$ cat src/rtl/seg_scan.sv
// ---------------------------------------------------------------------------
// seg_scan
//
// Time-multiplexed scanner for an 8-digit seven-segment display. A 32-bit
// hex value and an 8-bit digit-enable mask are double-buffered: `load`
// captures them into a pending buffer, and the pending buffer is copied into
// the active buffer only at a frame boundary. The active buffer therefore
// never changes while a frame is being scanned.
//
// Each enabled digit is lit for ON_CYCLES clocks and then blanked for
// BLANK_CYCLES clocks. Blanking removes ghosting while the anode decoder
// switches between digits.
//
// Parameters
//   ON_CYCLES     clocks each digit is lit (>= 1)
//   BLANK_CYCLES  clocks of blanking after each digit (>= 1)
//
// Ports
//   clk          system clock, rising edge
//   rst_n        asynchronous active-low reset
//   data[31:0]   eight hex nibbles, digit i = data[4i+3:4i]
//   en[7:0]      digit-enable mask, bit i enables digit i
//   load         one-cycle strobe, samples data/en into the pending buffer
//   sel[2:0]     current digit index, drives the 3-8 anode decoder
//   seg[6:0]     active-high segments {g,f,e,d,c,b,a}
//   valid        high only while the current digit is lit
//   frame_start  one-cycle pulse on the first lit cycle of each frame
// ---------------------------------------------------------------------------
module seg_scan #(
  parameter int ON_CYCLES    = 50000,
  parameter int BLANK_CYCLES = 1000
) (
  input  logic        clk,
  input  logic        rst_n,
  input  logic [31:0] data,
  input  logic [7:0]  en,
  input  logic        load,
  output logic [2:0]  sel,
  output logic [6:0]  seg,
  output logic        valid,
  output logic        frame_start
);

  // The counter only has to reach the larger of the two phase lengths minus
  // one, so clog2 of that length is enough (at least one bit).
  localparam int CNT_MAX = (ON_CYCLES > BLANK_CYCLES) ? ON_CYCLES : BLANK_CYCLES;
  localparam int CNT_W   = (CNT_MAX > 1) ? $clog2(CNT_MAX) : 1;

  localparam logic [CNT_W-1:0] ON_LAST    = CNT_W'(ON_CYCLES - 1);
  localparam logic [CNT_W-1:0] BLANK_LAST = CNT_W'(BLANK_CYCLES - 1);

  // FSM encoding
  localparam logic [1:0] S_IDLE  = 2'd0;
  localparam logic [1:0] S_ON    = 2'd1;
  localparam logic [1:0] S_BLANK = 2'd2;

  // -------------------------------------------------------------------------
  // State
  // -------------------------------------------------------------------------
  logic [31:0]      pend_data;
  logic [7:0]       pend_en;
  logic             pend_flag;
  logic [31:0]      act_data;
  logic [7:0]       act_en;
  logic [1:0]       state;
  logic [CNT_W-1:0] cnt;

  // -------------------------------------------------------------------------
  // Helper functions
  // -------------------------------------------------------------------------

  // Index of the lowest set bit; returns 0 for an empty mask (callers only
  // use the result when the mask is known to be non-zero).
  function automatic logic [2:0] lowest_bit(input logic [7:0] m);
    logic [2:0] idx;
    idx = 3'd0;
    for (int i = 7; i >= 0; i--) begin
      if (m[i]) idx = 3'(i);
    end
    return idx;
  endfunction

  // Hex digit to segment pattern {g,f,e,d,c,b,a}.
  function automatic logic [6:0] hex7(input logic [3:0] n);
    logic [6:0] p;
    case (n)
      4'h0: p = 7'h3F;
      4'h1: p = 7'h06;
      4'h2: p = 7'h5B;
      4'h3: p = 7'h4F;
      4'h4: p = 7'h66;
      4'h5: p = 7'h6D;
      4'h6: p = 7'h7D;
      4'h7: p = 7'h07;
      4'h8: p = 7'h7F;
      4'h9: p = 7'h6F;
      4'hA: p = 7'h77;
      4'hB: p = 7'h7C;
      4'hC: p = 7'h39;
      4'hD: p = 7'h5E;
      4'hE: p = 7'h79;
      default: p = 7'h71;
    endcase
    return p;
  endfunction

  // -------------------------------------------------------------------------
  // Next-digit and frame-boundary logic
  // -------------------------------------------------------------------------

  // Enabled digits strictly above the current index.
  logic [7:0] above_mask;
  always_comb begin
    above_mask = 8'd0;
    for (int i = 0; i < 8; i++) begin
      above_mask[i] = act_en[i] && (3'(i) > sel);
    end
  end

  logic end_on;
  logic end_blank;
  logic fb;
  logic [7:0]  fb_mask;
  logic [31:0] fb_data;

  assign end_on    = (state == S_ON)    && (cnt == ON_LAST);
  assign end_blank = (state == S_BLANK) && (cnt == BLANK_LAST);

  // A frame boundary is every IDLE edge, or the end of a blank with no
  // higher enabled digit left in this frame.
  assign fb = (state == S_IDLE) || (end_blank && (above_mask == 8'd0));

  // Mask/data that will be active after the boundary: the pending buffer
  // wins only if it held something before this edge. A load on the same
  // edge is not seen here; it is picked up at the following boundary.
  assign fb_mask = pend_flag ? pend_en   : act_en;
  assign fb_data = pend_flag ? pend_data : act_data;

  // -------------------------------------------------------------------------
  // Pending buffer
  // -------------------------------------------------------------------------
  always_ff @(posedge clk or negedge rst_n) begin
    if (!rst_n) begin
      pend_data <= 32'd0;
      pend_en   <= 8'd0;
      pend_flag <= 1'b0;
    end else begin
      if (load) begin
        // A load coinciding with a boundary keeps the flag set so the new
        // sample is applied at the next boundary.
        pend_data <= data;
        pend_en   <= en;
        pend_flag <= 1'b1;
      end else if (fb && pend_flag) begin
        pend_flag <= 1'b0;
      end
    end
  end

  // -------------------------------------------------------------------------
  // Active buffer: only updated at a frame boundary
  // -------------------------------------------------------------------------
  always_ff @(posedge clk or negedge rst_n) begin
    if (!rst_n) begin
      act_data <= 32'd0;
      act_en   <= 8'd0;
    end else if (fb && pend_flag) begin
      act_data <= fb_data;
      act_en   <= fb_mask;
    end
  end

  // -------------------------------------------------------------------------
  // Scan FSM, phase counter, digit index and frame pulse
  // -------------------------------------------------------------------------
  always_ff @(posedge clk or negedge rst_n) begin
    if (!rst_n) begin
      state       <= S_IDLE;
      cnt         <= '0;
      sel         <= 3'd0;
      frame_start <= 1'b0;
    end else begin
      frame_start <= 1'b0;
      if (fb) begin
        cnt <= '0;
        if (fb_mask != 8'd0) begin
          state       <= S_ON;
          sel         <= lowest_bit(fb_mask);
          frame_start <= 1'b1;
        end else begin
          state <= S_IDLE;
          sel   <= 3'd0;
        end
      end else begin
        case (state)
          S_ON: begin
            if (end_on) begin
              state <= S_BLANK;
              cnt   <= '0;
            end else begin
              cnt <= cnt + CNT_W'(1);
            end
          end
          S_BLANK: begin
            // A blank ending without a higher digit is handled by fb above.
            if (end_blank) begin
              state <= S_ON;
              sel   <= lowest_bit(above_mask);
              cnt   <= '0;
            end else begin
              cnt <= cnt + CNT_W'(1);
            end
          end
          default: begin
            // Unreachable encoding: fall back to a clean idle.
            state <= S_IDLE;
            cnt   <= '0;
            sel   <= 3'd0;
          end
        endcase
      end
    end
  end

  // -------------------------------------------------------------------------
  // Outputs: decoded from registered state so they clear with reset
  // -------------------------------------------------------------------------
  logic [3:0] nibble;
  assign nibble = act_data[{sel, 2'b00} +: 4];
  assign valid  = (state == S_ON);
  assign seg    = valid ? hex7(nibble) : 7'd0;

endmodule
$ cat config.mk
export PLATFORM = sky130hd
export DESIGN_NAME = seg_scan
export DESIGN_NICKNAME = d
export VERILOG_FILES = /design/src/rtl/seg_scan.sv
export SDC_FILE = /design/constraint.sdc
export NUM_CORES = 1
export LEC_CHECK = 0
export ABC_CLOCK_PERIOD_IN_PS = 3100
export CAP_MARGIN = 30
export CELL_PAD_IN_SITES_DETAIL_PLACEMENT = 2
export CELL_PAD_IN_SITES_GLOBAL_PLACEMENT = 2
export CORE_AREA = 10 10 133 135
export DETAILED_ROUTE_END_ITERATION = 10
export DIE_AREA = 0 0 143 145
export PLACE_DENSITY = 0.77
export REMOVE_ABC_BUFFERS = 1
export SLEW_MARGIN = 20
export SYNTH_ARGS = -nofsm -noshare
export SYNTH_HDL_FRONTEND = slang
export SYNTH_SLANG_ARGS = --single-unit
export TNS_END_PERCENT = 50
$ cat constraint.sdc
create_clock -name clk -period 3.1 [get_ports clk]
set_clock_uncertainty 0.1 [all_clocks]
set_input_delay 0.62 -clock clk [delete_from_list [all_inputs] [get_ports clk]]
set_output_delay 0.62 -clock clk [all_outputs]
set_load 0.05 [all_outputs]
[After elaboration in Yosys (flattened, before gate mapping)]
Memories as Yosys holds them, arrays and structs flattened.
Index checks and enable logic that the tools add are counted.
Operators by class
  equal/unequal tests: 7
  $lt $le $gt $ge: 8
  add/sub/neg operators: 1
  muxes and demuxes: 35
  shift operators: 1
  reductions and logical operators: 20
Operator list (count)
  $mux 3: 19
  $mux 16: 3
  $pmux 16 s2: 1
  $shiftx 32x6->4: 1
  $add 16x1->16 const B: 1
  $eq 16x10->1 const B: 1
  $eq 16x16->1 const B: 1
  $gt 3x3->1 const A: 4
  $logic_and 1x1->1: 12
  $logic_not 8->1: 1
  $mux 8: 1
  $reduce_bool 8->1: 1
  $mux 7: 1
  $gt 1x3->1 const A: 2
  $gt 2x3->1 const A: 2
  $mux 2: 3
  $pmux 3 s2: 1
  $reduce_and 2->1: 3
  $mux 1: 5
  $pmux 2 s2: 1
  $ne 3x1->1 const B: 1
  $ne 3x3->1 const B: 1
  $eq 2x1->1 const B: 1
  $eq 2x2->1 const B: 1
  other kinds (4): 4
Word-level totals
  output and inout port bits: 12
  register bits: 103
  memory bits (read-only): 112
  word-level logic and storage cells: 82
  memories kept: 1
  input bits: 43
Memories
  (name not given): words 16, width 7, read ports 1, clocked after Yosys merged registers in 0, write ports 0, RTL line 86  | case (n)

[Logic depth before layout (Yosys ltp)]
  depth after elaboration: 13
  depth in mapped cells: 11
  mapped depth without buffers: 9

[Worst setup path before layout]
Ideal clock, no wire load.
  path type: flip-flop to output port
  start point: register sel[0]
  end point: output port seg[5]
  stages on the path, launching flop included: 9
  required time: 2.380 ns
  data arrival time: 3.601 ns
  path slack: -1.221 ns
  buffers on the path: 1
  cells stage by stage: dfrtp_1 -> buf_6 -> mux4_2 -> mux2i_1 -> inv_1 -> ha_1 -> inv_1 -> mux2i_1 -> a221oi_1
On the way
  longest elaborated chain between the ends: 3
Ends and longest elaborated chain
  start, declared: RTL line 38  | output logic [2:0] sel,
  start signal, assigned: RTL line 188  | sel <= lowest_bit(fb_mask);
  start signal, assigned: RTL line 208  | sel <= lowest_bit(above_mask);
  $shiftx 32x6->4: RTL line 229  | assign nibble = act_data[{sel, 2'b00} +: 4];
  $mem_v2 16x7
  $mux 7: RTL line 231  | assign seg = valid ? hex7(nibble) : 7'd0;
  end, declared: RTL line 39  | output logic [6:0] seg,
Every way passes these cells.

[Worst setup path after layout]
  start point: register sel[0]
  end point: output port seg[2]
Same word-level chain as after synthesis.

==> out/qor.csv <==
metric,value,unit
outcome,"finished, violations left",
violations,setup timing,
dieArea,20740,µm²
place_inst,642,
dp_hpwl,9.386,mm
seq_area_frac_synth,50.15,%
clockRootBuffer,clkbuf_16,
clk_pin_slew,0.07,ns
io_buffers,54,
layout_min_cycle_time,3.374,ns
worstRegToRegCells,8,
cts_sinks,103,
synth_top_area_share,50.15,%
drive_gt1_share,38.96,%
synth.area.top_cells,"dfrtp_1 50%, mux2_4 11%, mux2_2 8.3%",
clk_latency,0.35,ns
yosys_warnings,0,
first_global_vias,4010,
grt_pass1_wl,22.51,mm
stdcell_count,668,
max_freq,0.2964,GHz
cp_slowest_cell,mux4_2,
synth.cell_area,5140,µm²
antenna_cells,0,
h-tree-depth,3,
clockBufferDepth,2,
routedWlPerCell,21.11,µm
setup_viol,7,
wirelength,14.10,mm
finalHoldViolCount,0,
design_area,6683,µm²
syn_to_final_growth,30.01,%
crit_path_end_kind,primary output,
drtAntennaViolNets,0,
drcViolationCount,0,
gr-total-overflow,0,
criticalPathCategory,flop to primary output,
path_buf_inv,3,
fin_nets,529,
drt_iter0_markers,120,
finalWorstSetupSlack,-0.2736,ns
worstPathArrival,2.65,ns
vdd_ir_drop_max,0.5533,mV
fp.dieW,143,µm
via_per_inst,5.169,
die_h,145,µm
cts_buffers,9,
required,2.38,ns
cts_tree,done,
synth_edf_count,0,
relSlewSlack,52.64,%
cpPeakStageDelay,0.55,ns
drv_slew,0,
power-per-cell-area,1286,nW/µm²
synthCells,397,
synthDistinctLibCells,57,
synth-seq-cells,103,
synth-async-reset-ratio,100.0,%
min_path_type,input pin to asynchronous set/reset pin,
coreArea,15030,µm²
leakage,2.840,nW
final_common_cell,dfrtp_1,
initial_core_util,34.19,%
cp.depth,8,
cpLargestDelayFamily,multiplexers,
pin_count,55,
postCtsHoldBufs,0,
start_kind,flop,
antenna_found_initial,0,
synthFlopType,dfrtp_1,
fp-row-count,45,
rsz0062_at_grt,true,
grt_max_degree,52,
tightest_slew,0.7103,ns
worstPathMaxFanout,6,
grt_use_total,13.57,%
final_cell_mix,"102 x dfrtp_1, 45 x clkdlybuf4s50_1, 39 x mux2_4, 38 x mux2_2, 33 x nor2_1",
routabilityCongestion,0.8121,
vias,3453,
detailed_place.area,6017,µm²
maxCapViolCount,0,
fin_crit_sh,108.8,%
crit_chain,mux4_2 > mux2i_2 > buf_6 > ha_4 > nor3_1 > a311oi_1 > buf_4 > buf_12,
firstDrtPassIters,4,
synth_area_per_cell,12.95,µm²
synth.largest_area_cell,dfrtp_1,
[through the flow]
step	utilization [%]	TNS [ns]	setup WS (ns)	hold WS (ns)	power, mW
after global placement	40.03	-0.03926	-0.02011	0.3499	5.846
after floorplan	-	-12.80	-1.354	0.2244	4.483
final	44.45	-1.665	-0.2736	0.2140	8.592
after detailed placement	40.03	-0.3007	-0.08585	0.3591	6.042
after CTS	42.98	-1.675	-0.2801	0.2291	7.775
after global routing	44.45	-2.593	-0.4015	0.2480	9.079
[where the power goes]
part	total (mW)	internal [mW]	switching, mW
clock	1.18	0.638	0.545
sequential	2.09	1.72	0.365
combinational	5.32	2.65	2.67
[logic make-up (layout without fill, tap and decap cells)]
kind of cell | Yosys count | count (layout) | synth area share (%)
AND/OR/NAND/NOR | 91 | 91 | 9.129
adder cells (fa/ha/maj) | 10 | 10 | 2.434
flip-flops | 103 | 103 | 50.15
AO/OA/AOI/OAI | 53 | 53 | 7.157
multiplexers | 93 | 93 | 24.85
buffers and inverters | 33 | 116 | 3.895
XOR/XNOR | 14 | 14 | 2.386
[area by class of cell]
type	instances	area [µm²]
fillers	1473	8351
flip-flops and latches	103	2579
multi-input cells	261	2577
repair buffers	86	927.1
well taps	188	235.2
clock buffers	9	225.2
clock inverters	6	77.57
inverters	15	61.31
[worst paths after layout]
kind	start	endpoint	slack (ns)
max reg2reg	sel[2]	act_data[22]	0.13
min reg2reg	cnt[0]	cnt[0]	0.36
max in group asynchronous	rst_n	act_data[7]	2.03
min in group clk	cnt[0]	cnt[0]	0.36
min	rst_n	pend_data[16]	0.21
max	sel[0]	seg[2]	-0.27
[layer usage]
layer,share of wire (%),track usage [%],vias to the layer above
met5,0,0,-
met4,1.1,2.786,0
met3,3.7,4.009,13
met2,53,23.44,61
met1,42,16.19,1793
li1,-,-,1586
[Yosys cell counts, types with 2 or more instances]
cell and instances:
a211o_1 2, a211oi_1 6, a21oi_1 12, a221oi_1 2
a2bb2oi_1 2, a31oi_1 4, and3_1 5, buf_2 2
buf_6 6, clkbuf_1 5, clkbuf_8 2, dfrtp_1 103
ha_1 10, inv_1 15, mux2_2 38, mux2_4 39
mux2i_1 7, mux4_2 8, nand2_1 15, nand3_1 5
nor2_1 37, nor2b_1 4, nor3_1 7, nor3b_1 2
nor4b_1 3, o21ai_0 7, o22ai_1 2, o311ai_0 2
o31ai_1 4, or4_4 2, xnor2_1 6, xor2_1 8
[worst reg2reg max path, stage by stage, from the launching register on]
cell      delay [ns]
dfrtp_1         0.54
buf_4           0.29
o21ba_2         0.21
nor4_2          0.40
o311ai_2        0.27
o21ai_2         0.26
nand2_2         0.10
buf_4           0.31
mux2_4          0.37
[flip-flops by register name, indices dropped and copies added (netlist names)]
register and cells:
cnt 16, pend_en 8, pend_data 32, frame_start 1, pend_flag 1, act_data 32, sel 3, act_en 8
state 2
[what timing repair did]
item,in CTS,in global routing
hold endpoints to repair,0,0
pin swaps,8,14
endpoints found under the setup margin,7,31
setup buffers,6,4
resized for setup,22,36
cloned,1,0
Note: power is estimated with default switching activity, not from simulation.
==> RTL change (same flow settings) <==
Put a register stage on the output `seg`, cleared by the reset. The value now appears one clock later. The other outputs are not delayed to match.
--- a/src/rtl/seg_scan.sv
+++ b/src/rtl/seg_scan.sv
@@ -228,6 +228,12 @@
   logic [3:0] nibble;
   assign nibble = act_data[{sel, 2'b00} +: 4];
   assign valid  = (state == S_ON);
-  assign seg    = valid ? hex7(nibble) : 7'd0;
+  always_ff @(posedge clk or negedge rst_n) begin
+    if (!rst_n) begin
+      seg <= '0;
+    end else begin
+      seg <= valid ? hex7(nibble) : 7'd0;
+    end
+  end
 
 endmodule
Function: changed (a bounded check fails within 4 cycles, from zero or initial values and one cycle with rst_n low).
==> RTL change against the unedited design <==
Sequential cell count increased by 7. Clock power decreased by 3%. Highest routed layer unchanged. Power shrank 24%. Final cell count decreased by 0.90%. Wire length fell by 12%. Synthesized area is 3.0% higher. Final area shrank 4.8%. Worst setup slack better by 0.45 ns. Sequential power up 6%.
==> RTL change: results (changes against the unedited design) <==
* Global Route Usage Sum at 12.59% (-0.98 points)
* Worst rel slew slack at 56.87% (+4.2 points)
* Fill cell count at 1506 (+2.2%)
* First-iteration detailed-routing DRC count at 92 (-23%)
* DP Worst Slack at 0.3177 ns (+0.4036 ns)
* Ys async rst share at 100.0% (unchanged)
* Core box area at 15030 sq um (unchanged)
* # resized after CTS at 0 (-100%)
* Leakage at 0.002790 uW (-1.8%)
* CP max-delay cell: clkdlybuf4s50_1
* Placed cells at 645 (+0.47%)
* Largest net degree at the start of global routing at 49 (-5.8%)
* WL final at 12450 um (-12%)
* Clock slew at reported path FFs at 0.08 ns
* DP Area at 6052 sq um (+0.58%)
* DPL Wire Length at 9134 um (-2.7%)
* Register area share after synthesis at 52.01% (+1.9 points)
* Clock latency on the worst-skew pair at 0.36 ns
* Synth top cells by count: 110 x dfrtp_1, 41 x nor2_1, 40 x mux2_4
* Worst Path Arrival at 2.20 ns (-0.45 ns)
* Nets at 522 (-1.3%)
* GP Congestion at 0.8180 (+0.73%)
* Switching Fraction at 39.28% (-2.4 points)
* Number of post-CTS setup repair buffers at 0 (-6)
* Mapped Cells at 410 (+3.3%)
* Critical path fanouts, max at 13 (+7)
* Routed via count at 3410 (-1.2%)
* Peak VDD IR at 0.4532 mV (-18%)
* Critical path's largest stage delay at 0.86 ns (+0.31 ns)
* First-pass GRT wire length at 20910 um (-7.1%)
* Routed len/inst at 18.80 um (-11%)
* Area growth, synth to finish at 20.19%
* Number of global-route vias before repair at 3938 (-1.8%)
* Cell variety after synth at 51 (-11%)
* Outcome: finished, final reports clean
* Share of cells above drive strength 1 at 26.37% (-13 points)
* Ranking of synthesized cells by area: dfrtp_1 52%, mux2_4 11%, mux2_2 8.1%
==> RTL change: path summary, 6_finish.rpt <==
kind                                       to  depth (start not counted)    from  slack, ns
min in group clk                       cnt[0]                          1  cnt[0]       0.37
worst min register to register         cnt[0]                          1  cnt[0]       0.37
worst min-delay path                   seg[1]                          1   rst_n       0.18
worst max register to register         seg[5]                          7  sel[0]       0.32
worst max-delay path                   sel[0]                          2  sel[0]       0.18
max in group asynchronous       pend_data[19]                          2   rst_n       1.99
==> RTL change: cell families (layout without fill, tap and decap cells) <==
family,Yosys count,after routing,share of synthesized area (%)
adders and majority gates,10,10,2.364
and+or+nand+nor,93,93,8.535
AOI/OAI and AO/OA,56,56,7.376
muxes,93,93,24.23
DFF,110,110,52.01
xor gates and xnor gates,14,14,2.317
buffers and inverters,34,98,3.168
==> RTL change: power by group through the flow <==
stage	sequential [uW]	combinational, uW	clock, uW
floorplan	2350	2050	0
global placement	2220	2990	0
detailed placement	2250	3160	0
CTS	2230	3190	1180
global route	2290	3440	1250
finish	2220	3140	1140
==> RTL change: final cells by class <==
| class | instances | share of cell area, % |
|---|---|---|
| Timing Repair Buffer | 67 | 10.31 |
| Inverter | 15 | 0.8851 |
| Clock buffer | 10 | 3.600 |
| Multi-Input combinational cell | 266 | 37.29 |
| Clock inverter | 6 | 0.9441 |
| Tap cell | 188 | 3.698 |
| Sequential cell | 110 | 43.27 |
==> RTL change: metal layers <==
metal / global-route usage, % / wire (um) / up-vias
met3: 3.357 / 501 / 15
met5: 0 / 0 / -
met1: 15.24 / 5438 / 1772
met2: 21.00 / 6321 / 49
met4: 4.283 / 185 / 0
li1: - / - / 1574
==> RTL change: critical path, delay by kind of cell (launching register included) <==
kind | cells | cell delay, ns
buffers and inverters | 2 | 1.15
flip-flops | 1 | 0.70
